**src/rtl/epbuf_dma.sv**
```systemverilog
// epbuf_dma: Wishbone-master DMA between the USB endpoint buffer and any Wishbone slave.
// Optional build macro EPBUF_DMA_BYTESWAP_EN byte-reverses every word as it is captured.
module epbuf_dma #(
  parameter int unsigned AW  = 9,
  parameter int unsigned DW  = 32,
  parameter int unsigned WAW = 16
) (
  input  logic            clk,
  input  logic            rst_n,
  input  logic            cmd_start,
  input  logic            cmd_dir,
  input  logic [AW-1:0]   cmd_ep_addr,
  input  logic [WAW-1:0]  cmd_wb_addr,
  input  logic [AW:0]     cmd_len,
  input  logic            cmd_abort,
  output logic            busy,
  output logic            done,
  output logic            aborted,
  output logic [AW:0]     xfer_cnt,
  output logic [WAW-1:0]  wbm_addr,
  output logic [DW-1:0]   wbm_wdata,
  input  logic [DW-1:0]   wbm_rdata,
  output logic            wbm_we,
  output logic            wbm_cyc,
  input  logic            wbm_ack,
  output logic [AW-1:0]   ep_tx_addr_0,
  output logic [DW-1:0]   ep_tx_data_0,
  output logic            ep_tx_we_0,
  output logic [AW-1:0]   ep_rx_addr_0,
  input  logic [DW-1:0]   ep_rx_data_1,
  output logic            ep_rx_re_0
);

  typedef enum logic [2:0] {IDLE, EP_RD, EP_LAT, WB_CYC, EP_WR, FIN} state_t;

  state_t         state_q;
  logic           dir_q, busy_q, done_q, aborted_q, pend_q;
  logic           cyc_q, we_q, re_q, txwe_q;
  logic [AW-1:0]  ep_addr_q, ep_addr_d;
  logic [WAW-1:0] wb_addr_q, wb_addr_d;
  logic [AW:0]    rem_q, rem_d, cnt_q, cnt_d;
  logic [DW-1:0]  data_q;
  logic           word_done, last_word;

  function automatic logic [DW-1:0] fmt(input logic [DW-1:0] w);
`ifdef EPBUF_DMA_BYTESWAP_EN
    logic [DW-1:0] r;
    r = '0;
    for (int unsigned i = 0; i < DW/8; i++)
      r[8*i +: 8] = w[DW-8-8*i +: 8];
    return r;
`else
    return w;
`endif
  endfunction

  always_comb begin
    word_done = ((state_q == WB_CYC) && wbm_ack && !dir_q) || (state_q == EP_WR);
    last_word = (rem_q == (AW+1)'(1)) || pend_q || cmd_abort;
    ep_addr_d = ep_addr_q + AW'(1);
    wb_addr_d = wb_addr_q + WAW'(1);
    rem_d     = rem_q - (AW+1)'(1);
    cnt_d     = cnt_q + (AW+1)'(1);
  end

  always_ff @(posedge clk or negedge rst_n) begin
    if (!rst_n) begin
      state_q   <= IDLE;
      dir_q     <= 1'b0;
      busy_q    <= 1'b0;
      done_q    <= 1'b0;
      aborted_q <= 1'b0;
      pend_q    <= 1'b0;
      cyc_q     <= 1'b0;
      we_q      <= 1'b0;
      re_q      <= 1'b0;
      txwe_q    <= 1'b0;
      ep_addr_q <= '0;
      wb_addr_q <= '0;
      rem_q     <= '0;
      cnt_q     <= '0;
      data_q    <= '0;
    end else begin
      if (busy_q && cmd_abort) pend_q <= 1'b1;
      case (state_q)
        IDLE: begin
          if (cmd_start) begin
            ep_addr_q <= cmd_ep_addr;
            wb_addr_q <= cmd_wb_addr;
            rem_q     <= cmd_len;
            dir_q     <= cmd_dir;
            cnt_q     <= '0;
            aborted_q <= 1'b0;
            pend_q    <= 1'b0;
            busy_q    <= 1'b1;
            if (cmd_len == '0) begin
              state_q <= FIN;
            end else if (!cmd_dir) begin
              state_q <= EP_RD;
              re_q    <= 1'b1;
            end else begin
              state_q <= WB_CYC;
              cyc_q   <= 1'b1;
              we_q    <= 1'b0;
            end
          end
        end
        EP_RD: begin
          re_q    <= 1'b0;
          state_q <= EP_LAT;
        end
        EP_LAT: begin
          data_q  <= fmt(ep_rx_data_1);
          cyc_q   <= 1'b1;
          we_q    <= 1'b1;
          state_q <= WB_CYC;
        end
        WB_CYC: begin
          if (wbm_ack) begin
            cyc_q <= 1'b0;
            we_q  <= 1'b0;
            if (dir_q) begin
              data_q  <= fmt(wbm_rdata);
              txwe_q  <= 1'b1;
              state_q <= EP_WR;
            end
          end
        end
        EP_WR: txwe_q <= 1'b0;
        FIN: begin
          // Word completion enters FIN with done already set; the zero-length
          // path arrives with done clear and spends one extra busy cycle here.
          if (done_q) begin
            done_q  <= 1'b0;
            state_q <= IDLE;
          end else begin
            done_q    <= 1'b1;
            busy_q    <= 1'b0;
            aborted_q <= pend_q | cmd_abort;
          end
        end
        default: state_q <= IDLE;
      endcase

      if (word_done) begin
        cnt_q     <= cnt_d;
        ep_addr_q <= ep_addr_d;
        wb_addr_q <= wb_addr_d;
        rem_q     <= rem_d;
        if (last_word) begin
          state_q   <= FIN;
          done_q    <= 1'b1;
          busy_q    <= 1'b0;
          aborted_q <= pend_q | cmd_abort;
        end else if (dir_q) begin
          state_q <= WB_CYC;
          cyc_q   <= 1'b1;
        end else begin
          state_q <= EP_RD;
          re_q    <= 1'b1;
        end
      end
    end
  end

  assign busy         = busy_q;
  assign done         = done_q;
  assign aborted      = aborted_q;
  assign xfer_cnt     = cnt_q;
  assign wbm_addr     = wb_addr_q;
  assign wbm_wdata    = data_q;
  assign wbm_we       = we_q;
  assign wbm_cyc      = cyc_q;
  assign ep_tx_addr_0 = ep_addr_q;
  assign ep_tx_data_0 = data_q;
  assign ep_tx_we_0   = txwe_q;
  assign ep_rx_addr_0 = ep_addr_q;
  assign ep_rx_re_0   = re_q;

endmodule
```
**config.mk**
```make
export PLATFORM = sky130hd
export DESIGN_NAME = epbuf_dma
export DESIGN_NICKNAME = d
export VERILOG_FILES = /design/src/rtl/epbuf_dma.sv
export SDC_FILE = /design/constraint.sdc
export NUM_CORES = 1
export LEC_CHECK = 0
export BUFFER_PORTS_ARGS = -buffer_cell sky130_fd_sc_hd__buf_2
export CAP_MARGIN = 15
export CORE_AREA = 2 2 114 105
export DETAILED_ROUTE_END_ITERATION = 8
export DIE_AREA = 0 0 116 107
export PLACE_DENSITY = 0.83
export SLEW_MARGIN = 20
export SYNTH_ARGS = -nofsm -noshare
export SYNTH_HDL_FRONTEND = slang
export SYNTH_SLANG_ARGS = --single-unit
```
**constraint.sdc**
```tcl
create_clock -name clk -period 2.4 [get_ports clk]
set_input_delay 0.12 -clock clk [delete_from_list [all_inputs] [get_ports clk]]
set_output_delay 0.12 -clock clk [all_outputs]
set_load 0.02 [all_outputs]
```
-- After elaboration in Yosys (flattened, before gate mapping)
Index checks and enable logic that the tools add are counted.
- input bits: 105
- output and inout bits: 115
- bits in registers: 89
- equality and inequality tests: 16
- bitwise operators: 1
- muxes and demuxes: 65
- add/sub/neg operators: 4
- reduce and logical (&&, ||, !) cells: 20
- operators by type and width (cell ; count):
    two-way mux 32 bit ; 2
    one-hot mux 32 bit (2 select lines) ; 1
    two-way mux 10 bit ; 6
    two-way mux 16 bit ; 3
    two-way mux 1 bit ; 34
    two-way mux 9 bit ; 3
    two-way mux 3 bit ; 7
    one-hot mux 3 bit (6 select lines) ; 1
    adder 16 x 1 -> 16 bit (second input constant) ; 1
    inequality test 2 bit (second input constant) ; 6
    inequality test 3 bit (second input constant) ; 4
    adder 10 x 1 -> 10 bit (second input constant) ; 1
    == test 10 x 1 -> 1 bit (second input constant) ; 1
    logical NOT 10 bit ; 1
    AND reduction 5 bit ; 2
    subtractor 10 x 1 -> 10 bit (second input constant) ; 1
    adder 9 x 1 -> 9 bit (second input constant) ; 1
    one-hot mux 1 bit (2 select lines) ; 4
    nonzero test 2 bit ; 4
    == test 3 x 2 -> 1 bit (second input constant) ; 2
    == test 3 bit (second input constant) ; 2
    one-hot mux 1 bit (3 select lines) ; 2
    AND reduction 3 bit ; 2
    two-way mux 2 bit ; 2
    other kinds (8) ; 13

-- Logic depth before layout (Yosys ltp)
Gate-level depths: netlist of the first run.
- word-level depth: 7
- mapped depth: 8
- gate-level depth less buffers: 6

-- Worst setup path after synthesis of the first run
Ideal clock, no wire load.
- path type: reg2reg
- start point: register rem_q[3]
- end point: register rem_q[9]
- setup slack: 0.295 ns
- arrival time: 1.979 ns
- stages on the path, launching flop included: 6
- path buffers: 1
- library setup time: 0.126 ns
- cell sequence: dfrtp_1 > or4_1 > buf_2 > or4_4 > a21o_1 > a221o_1
- word-level cells in the longest chain between the ends: 2
- RTL lines (what ; line ; text):
    start: declaration ; 41 ; logic [AW:0] rem_q, rem_d, cnt_q, cnt_d;
    start signal: assignment ; 90 ; rem_q <= cmd_len;
    start signal: assignment ; 149 ; rem_q <= rem_d;
    subtractor 10 x 1 -> 10 bit ; 62 ; rem_d = rem_q - (AW+1)'(1);
    two-way mux 10 bit ; 145 ; if (word_done) begin
No other way between the ends.
A chain may end at the register's enable or synchronous reset.

-- Final worst setup path of the first run
- start point: register state_q[1]
- end point: register wb_addr_q[13], in the netlist wbm_addr[13]
- word-level cells in the longest chain between the ends: 6
- elaborated cells between the ends (all ways): 10
- classes of those cells: eq/ne (2); mux (1); reduce/logical (7)
- RTL lines (what ; line ; text):
    start: declaration ; 36 ; state_t state_q;
    start signal: assignment ; 68 ; state_q <= IDLE;
    start signal: assignment ; 97 ; state_q <= FIN;
    start signal: assignment ; 99 ; state_q <= EP_RD;
    == test 3 x 2 -> 1 bit ; 58 ; word_done = ((state_q == WB_CYC) && wbm_ack && !dir_q) || (state_q == EP_WR);
    logical AND 1 bit (2 in a row) ; 58 ;
    logical OR 1 bit ; 58 ;
    nonzero test 2 bit (no line) ; -- ;
    AND reduction 2 bit (no line) ; -- ;
    end signal: assignment ; 89 ; wb_addr_q <= cmd_wb_addr;
    end signal: assignment ; 148 ; wb_addr_q <= wb_addr_d;
    end: declaration ; 40 ; logic [WAW-1:0] wb_addr_q, wb_addr_d;
Parallel ways exist; a longest one is shown, timed or not.

==> metrics.txt, run 1 <==
Filler Cells Inserted 1025; FF-to-FF End wbm_addr[13]$_DFFE_PN0P_; Synthesized Nets 646; library cells used by synthesis 52; part of the cycle the worst path needs 94.6%; worst hold slack 0.0153 ns; VDD IR max 0.634 mV; Hold EP wbm_addr[6]$_DFFE_PN0P_; Worst-path clk slew 0.07 ns; H-tree depth 3; Reg2Reg Depth 4; GR met2 Demand/Resource 38.3%; HP Class input port to register; final setup vio count 0; CTS tree yes; antenna viol nets, final 0; Cells after Synth 536; IO Pins 220; setup bufs post-CTS 0; CP max stage delay 0.57 ns; worst-path cell chain or4b_1 -> o211ai_1 -> o21ai_0 -> a221o_1; largest net degree at the start of global routing 65; GR Util met1 25.7%; hold path depth 3; layout cells sized above 1 37.2%; crit end category register; Post-synth ARST share 100%; Crit Path Class register to register; CTS Sinks 89; Core ar. 11200 sq um; most numerous cell in the Yosys netlist dfrtp_1; TNS Setup 0 ns; status complete, no violations; vias 4757; Initial Util 44.5%; CP max stage cell or4b_1; RSZ-0062 raised after global routing no; Die ar. 12400 sq um; drt drc 0; WP data arrival 2.48 ns; drt first pass iters 5; Least-Margin Pin Slew 1.04 ns; Rows 37; number of synthesized flops with an enable pin 0; Final Hold Violating Endpoints 0; list of most frequent post-synthesis cells dfrtp_1 (89), nand2_1 (82), o21ai_0 (53); CTS root buffer clkbuf_16; Worst Path Required 2.61 ns; sequential share of the synthesized area 44.7%; GR Overflow Total 0; antenna cells 0; Leak 3.15 nW; flops & latches, synth 89; IO buf count 219; critical-path maximum fanout 10; area leader, netlist dfrtp_1; WP buf/inv 0; setup slack, reg-to-reg 0.13 ns; synth top area cells dfrtp_1 (45%), mux2i_1 (7.8%), buf_4 (6.2%); number of CTS-inserted buffers 9; clock latency on the worst-skew pair 0.34 ns; Slew HR 30.2%; Critical R2R Launch state_q[1]$_DFFE_PN0P_; FMAX 0.441 GHz; Vias/cell 5.45; GR Util All Layers 22.2%; crit-path leading delay family compound AO/OA/AOI/OAI gates; HP Start cmd_wb_addr[6]; clk buf depth 2; final wirelength 14300 microns; first-pass GRT wire length 21700 microns; main flop type after synthesis dfrtp_1; GP Congestion 0.879; Worst setup SP type register; synth warn 0; M3 GR Usage 6.56%; antenna violations before repair 0; mean post-synth cell area 9.30 sq um; max cap viols 0; Setup crit start state_q[1]$_DFFE_PN0P_; vias in the first global route 4492; drt wl/cell 16.4 microns; die width 116 microns; Final Skew 0.00881 ns; area share of the largest cell type after synthesis 44.7%; minimum clock period 2.27 ns; synthesized area 4980 sq um; DRT iter0 DRCs 247; P&R area growth vs syn 28.6%; Final nets 822; DP Wirelength 10600 microns; Cell Pwr Density 1410 nW/um^2; global route hottest layer met2; Final Max Tran Viols 0; Die H 107 microns
## worst register-to-register path, stage by stage (launching register included)
cell and delay [ns]:
dfrtp_1 0.45, or4b_1 0.58, o211ai_1 0.50, o21ai_0 0.25, a221o_1 0.37
## how the worst max path moves through the flow
stage / to / slack, ns / depth (start not counted)
final: wbm_addr[13]$_DFFE_PN0P_ / 0.13 / 4
after global routing: wbm_addr[13]$_DFFE_PN0P_ / 0.08 / 4
after CTS: wbm_addr[13]$_DFFE_PN0P_ / 0.19 / 4
after detailed placement: wbm_addr[13]$_DFFE_PN0P_ / 0.17 / 4
after global placement: wbm_addr[5]$_DFFE_PN0P_ / 0.35 / 4
after floorplan: rem_q[9]$_DFFE_PN0P_ / 0.30 / 5
## cell usage in the layout, fill, tap and decap left out, drive strengths merged, types with 7 or more instances in the layout
cell type	n
nand2	82
a21o	7
nor4	10
dfrtp	89
clkbuf	10
a221o	12
a21oi	11
mux2i	39
inv	11
buf	236
nor2	19
nand3	18
o21ai	53
nand4	7
o211ai	10
nor3	8
o311ai	10
## through the flow
| step | util, % | cells | cell area (sq um) | worst slack (ns) | power, W |
|---|---|---|---|---|---|
| after global routing | 57.2 | 873 | 6400 | 0.0782 | 0.00959 |
| after floorplan | - | 536 | 4980 | 0.295 | 0.00613 |
| after CTS | 57.2 | 873 | 6400 | 0.187 | 0.00907 |
| after detailed placement | 53.7 | 853 | 6010 | 0.175 | 0.00738 |
| final | 57.2 | 873 | 6400 | 0.131 | 0.00902 |
| after global placement | 53.7 | 853 | 6010 | 0.347 | 0.00727 |
## sequential cells by signal, summed over array words and instances, names as in the netlist
name	count
ep_tx_data_0	32
wbm_addr	16
rem_q	10
xfer_cnt	10
ep_rx_addr_0	9
state_q	3
aborted	1
busy	1
dir_q	1
done	1
ep_rx_re_0	1
ep_tx_we_0	1
pend_q	1
wbm_cyc	1
wbm_we	1
## per-layer routing
layer | vias up | wire length, microns
li1 | 2271 | -
met2 | 225 | 7180
met4 | 0 | 320
met1 | 2238 | 5500
met3 | 23 | 1350
met5 | - | 0
## repair_timing
| action | 4_1_cts | 5_1_grt |
|---|---|---|
| hold endpoints to repair | 46 | 0 |
| gates resized for setup | 0 | 0 |
| hold buffers | 4 | 0 |
## final cells by class
type	instances	area, sq um	share of cell area [%]
timing repair buffer	240	1290	20.2
inverter	10	37.5	0.586
clock buffer	10	239	3.73
sequential	89	2230	34.8
tap	156	195	3.05
multi-input combinational	362	2300	35.9
clock inverter	6	114	1.78
## logic make-up after synthesis
group / after synthesis / share of synthesized area [%]
muxes: 39 / 7.84
AOI/OAI and AO/OA: 129 / 17.6
DFF: 89 / 44.7
adders and majority gates: 5 / 1.26
buffers and inverters: 85 / 9.67
xor gates and xnor gates: 1 / 0.176
and+or+nand+nor: 188 / 18.8
## power breakdown
group          internal, W  switching [W]
Sequential         0.00215       0.000650
Combinational      0.00168        0.00288
Clock              0.00105       0.000608
Total              0.00488        0.00413
(Power assumes the default switching activity.)
==> run 2, diff against run 1 <==
- clock period: 2.4 -> 2.3 ns (I/O delays scaled with it)
==> run 2 against run 1 <==
  * Non-clock buffer count unchanged
  * Fmax increased by 7.8%
  * Clock power decreased by 16%
  * Hold slack improved by 0.0060 ns
  * Critical path depth increased by 1
  * Combinational power increased by 4%
  * Clock-buffer cell count decreased by 1
  * Die area unchanged
  * Final area decreased by 1.5%
  * Sequential share of layout area increased by 0.52 points
  * Sequential power increased by 3%
  * Critical endpoint is now wbm_addr[5]$_DFFE_PN0P_
  * Largest cell class unchanged
  * Highest routed layer unchanged
==> metrics.txt, run 2 (synthesized netlist as in run 1, its figures left out) <==
Final nets 822 (unchanged); critical-path maximum fanout 35 (+25); antenna violations before repair 0 (unchanged); post-cts gate resize count 0 (unchanged); Least-Margin Pin Slew 0.857 ns (-0.185 ns); Die H 107 microns (unchanged); VDD IR max 0.693 mV (+9.4%); GP Congestion 0.867 (-1.5%); Worst Path Required 2.51 ns (-0.10 ns); FMAX 0.475 GHz (+7.8%); pre-CTS setup slack 0.199 ns (+0.0242 ns); GR Util All Layers 21.9% (-0.32 points); Worst setup SP type register; GR Overflow Total 0 (unchanged); P&R area growth vs syn 26.6%; WP data arrival 2.31 ns (-0.17 ns); DRT iter0 DRCs 322 (+30%); DP Wirelength 10600 microns (-0.20%); Slew HR 42.7% (+13 points); vias 4729 (-0.59%); Initial Util 44.5% (unchanged); Core ar. 11200 sq um (unchanged); Largest register FFs 32 (unchanged); max cap viols 0 (unchanged); H-tree depth 3 (unchanged); drt drc 0 (unchanged); Die ar. 12400 sq um (unchanged); setup bufs post-CTS 0 (unchanged); Final Skew 0.00831 ns (-0.000498 ns); antenna viol nets, final 0 (unchanged); clk buf depth 2 (unchanged); Crit Path Class register to register; die width 116 microns (unchanged); CP max stage cell a21oi_4; drt wl/cell 16.2 microns (-1.4%); number of CTS-inserted buffers 9 (unchanged); CTS Sinks 89 (unchanged); Vias/cell 5.44 (-0.25%); largest net degree at the start of global routing 65 (unchanged); TNS Setup 0 ns (unchanged); part of the cycle the worst path needs 91.5% (-3.0 points); final wirelength 14100 microns (-1.7%); most frequent cells in the layout buf_2 (218), dfrtp_1 (89), nand2_1 (82); CTS root buffer clkbuf_16; Worst-path clk slew 0.06 ns (about the same); final setup vio count 0 (unchanged); vias in the first global route 4311 (-4.0%); setup ws final 0.195 ns (+0.0645 ns); worst hold slack 0.0213 ns (+0.00595 ns); CP max stage delay 0.69 ns (+0.12 ns); CTS tree yes; crit end category register; Tot Pwr 0.00903 W (+0.18%); status complete, no violations; antenna cells 0 (unchanged); Hold Buf Count CTS 3 (-1); first-pass GRT wire length 21400 microns (-1.3%); IO Pins 220 (unchanged); worst-path cell chain and3b_2 -> a21oi_4 -> buf_4 -> nor4_1 -> a221o_1; Cell Pwr Density 1430 nW/um^2 (+1.7%); most common cell after layout, fill and taps aside buf_2; HP Class input port to register; Final Hold Violating Endpoints 0 (unchanged); Leak 3.12 nW (-1.2%); Rows 37 (unchanged); layout cells sized above 1 37.1% (-0.12 points); drt first pass iters 5 (unchanged); clock latency on the worst-skew pair 0.33 ns (about the same); final core utilization 56.3% (-0.85 points); Filler Cells Inserted 1045 (+2.0%); Final Max Tran Viols 0 (unchanged); RSZ-0062 raised after global routing no; minimum clock period 2.10 ns (-0.165 ns); IO buf count 219 (unchanged)
-- run 2: area by class of cell --
type / count / area (sq um) / area share (%)
clock buffer: 9 / 225 / 3.57
clock inverter: 4 / 47.5 / 0.754
inverter: 10 / 37.5 / 0.595
multi-input combinational: 362 / 2300 / 36.5
sequential: 89 / 2230 / 35.3
tap: 156 / 195 / 3.09
timing repair buffer: 240 / 1280 / 20.2
-- run 2: per-stage QoR --
step                      std cells  area (sq um)
final                           870          6310
after global routing            870          6310
after CTS                       870          6310
after detailed placement        854          6010
after global placement          854          6010
after floorplan                 536          4980
-- run 2: final timing paths --
check | startpoint | end | slack (ns) | depth (start not counted)
worst min-delay path | cmd_wb_addr[0] | wbm_addr[0]$_DFFE_PN0P_ | 0.02 | 2
worst min register to register | wbm_cyc$_DFF_PN0_ | wbm_cyc$_DFF_PN0_ | 0.49 | 2
min in group asynchronous | rst_n | ep_tx_data_0[23]$_DFFE_PN0P_ | 0.33 | 2
worst max-delay path | state_q[2]$_DFFE_PN0P_ | wbm_addr[5]$_DFFE_PN0P_ | 0.20 | 5
max in group asynchronous | rst_n | ep_rx_addr_0[0]$_DFFE_PN0P_ | 1.31 | 3
worst max register to register | state_q[2]$_DFFE_PN0P_ | wbm_addr[5]$_DFFE_PN0P_ | 0.20 | 5
-- run 2: layer usage --
metal	up-vias	GRT usage [%]	share of wire [%]	wire length (microns)
met2	221	37.8	49	6940
li1	2260	-	-	-
met4	0	6.63	1.4	200
met3	15	4.18	8.8	1240
met1	2233	27.6	41	5710
met5	-	0	0	0
-- run 2: worst max-delay path, delay by kind of cell (launching register included) --
family	cells	cell delay, ns
buffers and inverters	1	0.28
AO/OA/AOI/OAI	2	0.95
AND/OR/NAND/NOR	2	0.33
flip-flops	1	0.42
-- run 2: where the power goes --
part | switching [W] | leakage, nW | internal (W)
Clock | 0.000572 | 0.133 | 0.000820
Combinational | 0.00302 | 1.88 | 0.00174
Sequential | 0.000644 | 1.11 | 0.00224
==> run 3, diff against run 2 <==
- CTS_BUF_LIST: not set -> sky130_fd_sc_hd__clkbuf_2
==> run 3 against run 2 <==
  * Die area is the same
  * Worst setup slack worse by 0.10 ns
  * Clock-buffer cell count did not move
  * Sequential share of layout area shrank 4.2 points
  * Hold slack better by 0.038 ns
  * Critical path type unchanged
  * Largest power group unchanged
==> metrics.txt, run 3 (synthesized netlist as in run 1, its figures left out) <==
Final Hold Violating Endpoints 0 (unchanged); minimum clock period 2.21 ns (+0.101 ns); vias in the first global route 5339 (+24%); clock latency on the worst-skew pair 0.53 ns (+0.20 ns); first-pass GRT wire length 26600 microns (+24%); WP data arrival 2.63 ns (+0.32 ns); largest net degree at the start of global routing 65 (unchanged); most common cell after layout, fill and taps aside buf_2; Die H 107 microns (unchanged); status complete, no violations; Crit Path Class register to register; P&R area growth vs syn 43.6%; VDD IR max 0.634 mV (-8.6%); Initial Util 44.5% (unchanged); Setup crit start state_q[2]$_DFFE_PN0P_; Slew HR 41.4% (-1.4 points); antenna viol nets, final 0 (unchanged); vias 5381 (+14%); M1 WL 6700 microns (+17%); CTS tree yes; Rows 37 (unchanged); met3 WL 1460 microns (+18%); final setup vio count 0 (unchanged); crit end category register; FF-to-FF End ep_tx_data_0[31]$_DFFE_PN0P_; Leak 3.47 nW (+11%); GR Util All Layers 27.1% (+5.3 points); number of CTS-inserted buffers 9 (unchanged); part of the cycle the worst path needs 95.9% (+4.4 points); GP Congestion 0.867 (unchanged); final core utilization 63.8% (+7.5 points); Die ar. 12400 sq um (unchanged); critical-path maximum fanout 32 (-8.6%); Critical R2R Launch state_q[2]$_DFFE_PN0P_; H-tree depth 3 (unchanged); TNS Setup 0 ns (unchanged); Cell Pwr Density 1250 nW/um^2 (-13%); met2 routed WL 8300 microns (+20%); RSZ-0062 raised after global routing no; drt first pass iters 5 (unchanged); Vias/cell 5.53 (+1.7%); IO Pins 220 (unchanged); DRT iter0 DRCs 496 (+54%); Worst setup SP type register; Final Skew 0.0508 ns (+0.0425 ns); Worst Path Required 2.72 ns (+0.21 ns); die width 116 microns (unchanged); drt wl/cell 17.5 microns (+8.2%); CTS root buffer clkbuf_2; HP Class input port to async pin; Core ar. 11200 sq um (unchanged); DP Wirelength 10600 microns (unchanged); IO buf count 219 (unchanged); antenna violations before repair 2 (+2); GR Overflow Total 0 (unchanged); Largest register FFs 32 (unchanged); most frequent cells in the layout buf_2 (218), dlygate4sd3_1 (104), dfrtp_1 (89); CTS Sinks 89 (unchanged); Worst-path clk slew 0.26 ns (+0.20 ns); layout cells sized above 1 32.5% (-4.6 points); clk buf depth 2 (unchanged); worst setup path end ep_tx_data_0[31]$_DFFE_PN0P_; final wirelength 17100 microns (+21%); FMAX 0.453 GHz (-4.6%); Least-Margin Pin Slew 0.878 ns (+0.0205 ns); Final Max Tran Viols 0 (unchanged); setup slack, reg-to-reg 0.09 ns (-0.10 ns); max cap viols 0 (unchanged); Final nets 923 (+12%); drt drc 0 (unchanged); DR top layer met4; Reg2Reg Depth 5 (unchanged)
-- run 3: stage by stage --
step / power [W] / setup slack (ns) / instance area [sq um] / std cells / hold slack (ns)
2_1_floorplan: 0.00639 / 0.195 / 4980 / 536 / -0.181
3_5_place_dp: 0.00768 / 0.199 / 6010 / 854 / 0.152
6_report: 0.00893 / 0.0942 / 7150 / 973 / 0.0591
5_1_grt: 0.00951 / 0.00904 / 7150 / 973 / 0.0845
3_3_place_gp: 0.00756 / 0.231 / 6010 / 854 / 0.145
4_1_cts: 0.00878 / 0.0415 / 7140 / 971 / 0.0636
-- run 3: timing repair --
item | CTS | global route
endpoints found under the hold margin | 146 | 0
hold buffers | 104 | 0
gates resized for setup | 0 | 3
setup buffers | 0 | 0
setup endpoints to repair | 0 | 29
-- run 3: layer usage --
layer | up-vias | track usage, %
li1 | 2467 | -
met1 | 2582 | 33.1
met2 | 281 | 45.5
met3 | 51 | 6.44
met4 | 0 | 12.1
met5 | - | 0
-- run 3: worst max-delay path, stage by stage, from the launching register on --
cell and delay [ns]:
dfrtp_1 0.47, and3b_2 0.33, buf_8 0.32, mux2i_1 0.28
dlygate4sd3_1 0.62, o21ai_0 0.10
-- run 3: area by class of cell --
class                           count  area (sq um)
Timing Repair Buffer              341          2290
Fill cell                         904          4050
Inverter                           10          37.5
Sequential cell                    89          2230
Multi-Input combinational cell    362          2300
Antenna cell                        2          5.00
Clock buffer                        9          45.0
Tap cell                          156           195
Clock inverter                      4          47.5
-- run 3: how the worst min path moves through the flow --
stage / startpoint / endpoint / slack (ns)
after floorplan: rst_n / aborted$_DFF_PN0_ / -0.18
after global placement: rst_n / ep_tx_data_0[23]$_DFFE_PN0P_ / 0.15
after detailed placement: rst_n / ep_tx_data_0[23]$_DFFE_PN0P_ / 0.15
after CTS: rst_n / ep_tx_data_0[23]$_DFFE_PN0P_ / 0.06
after global routing: rst_n / ep_tx_data_0[23]$_DFFE_PN0P_ / 0.08
final: rst_n / ep_tx_data_0[23]$_DFFE_PN0P_ / 0.06
-- run 3: power by group --
| group | switching, W | total [W] | internal [W] |
|---|---|---|---|
| Clock | 0.000531 | 0.000761 | 0.000230 |
| Combinational | 0.00322 | 0.00526 | 0.00205 |
| Sequential | 0.000679 | 0.00291 | 0.00223 |
| Total | 0.00443 | 0.00893 | 0.00451 |
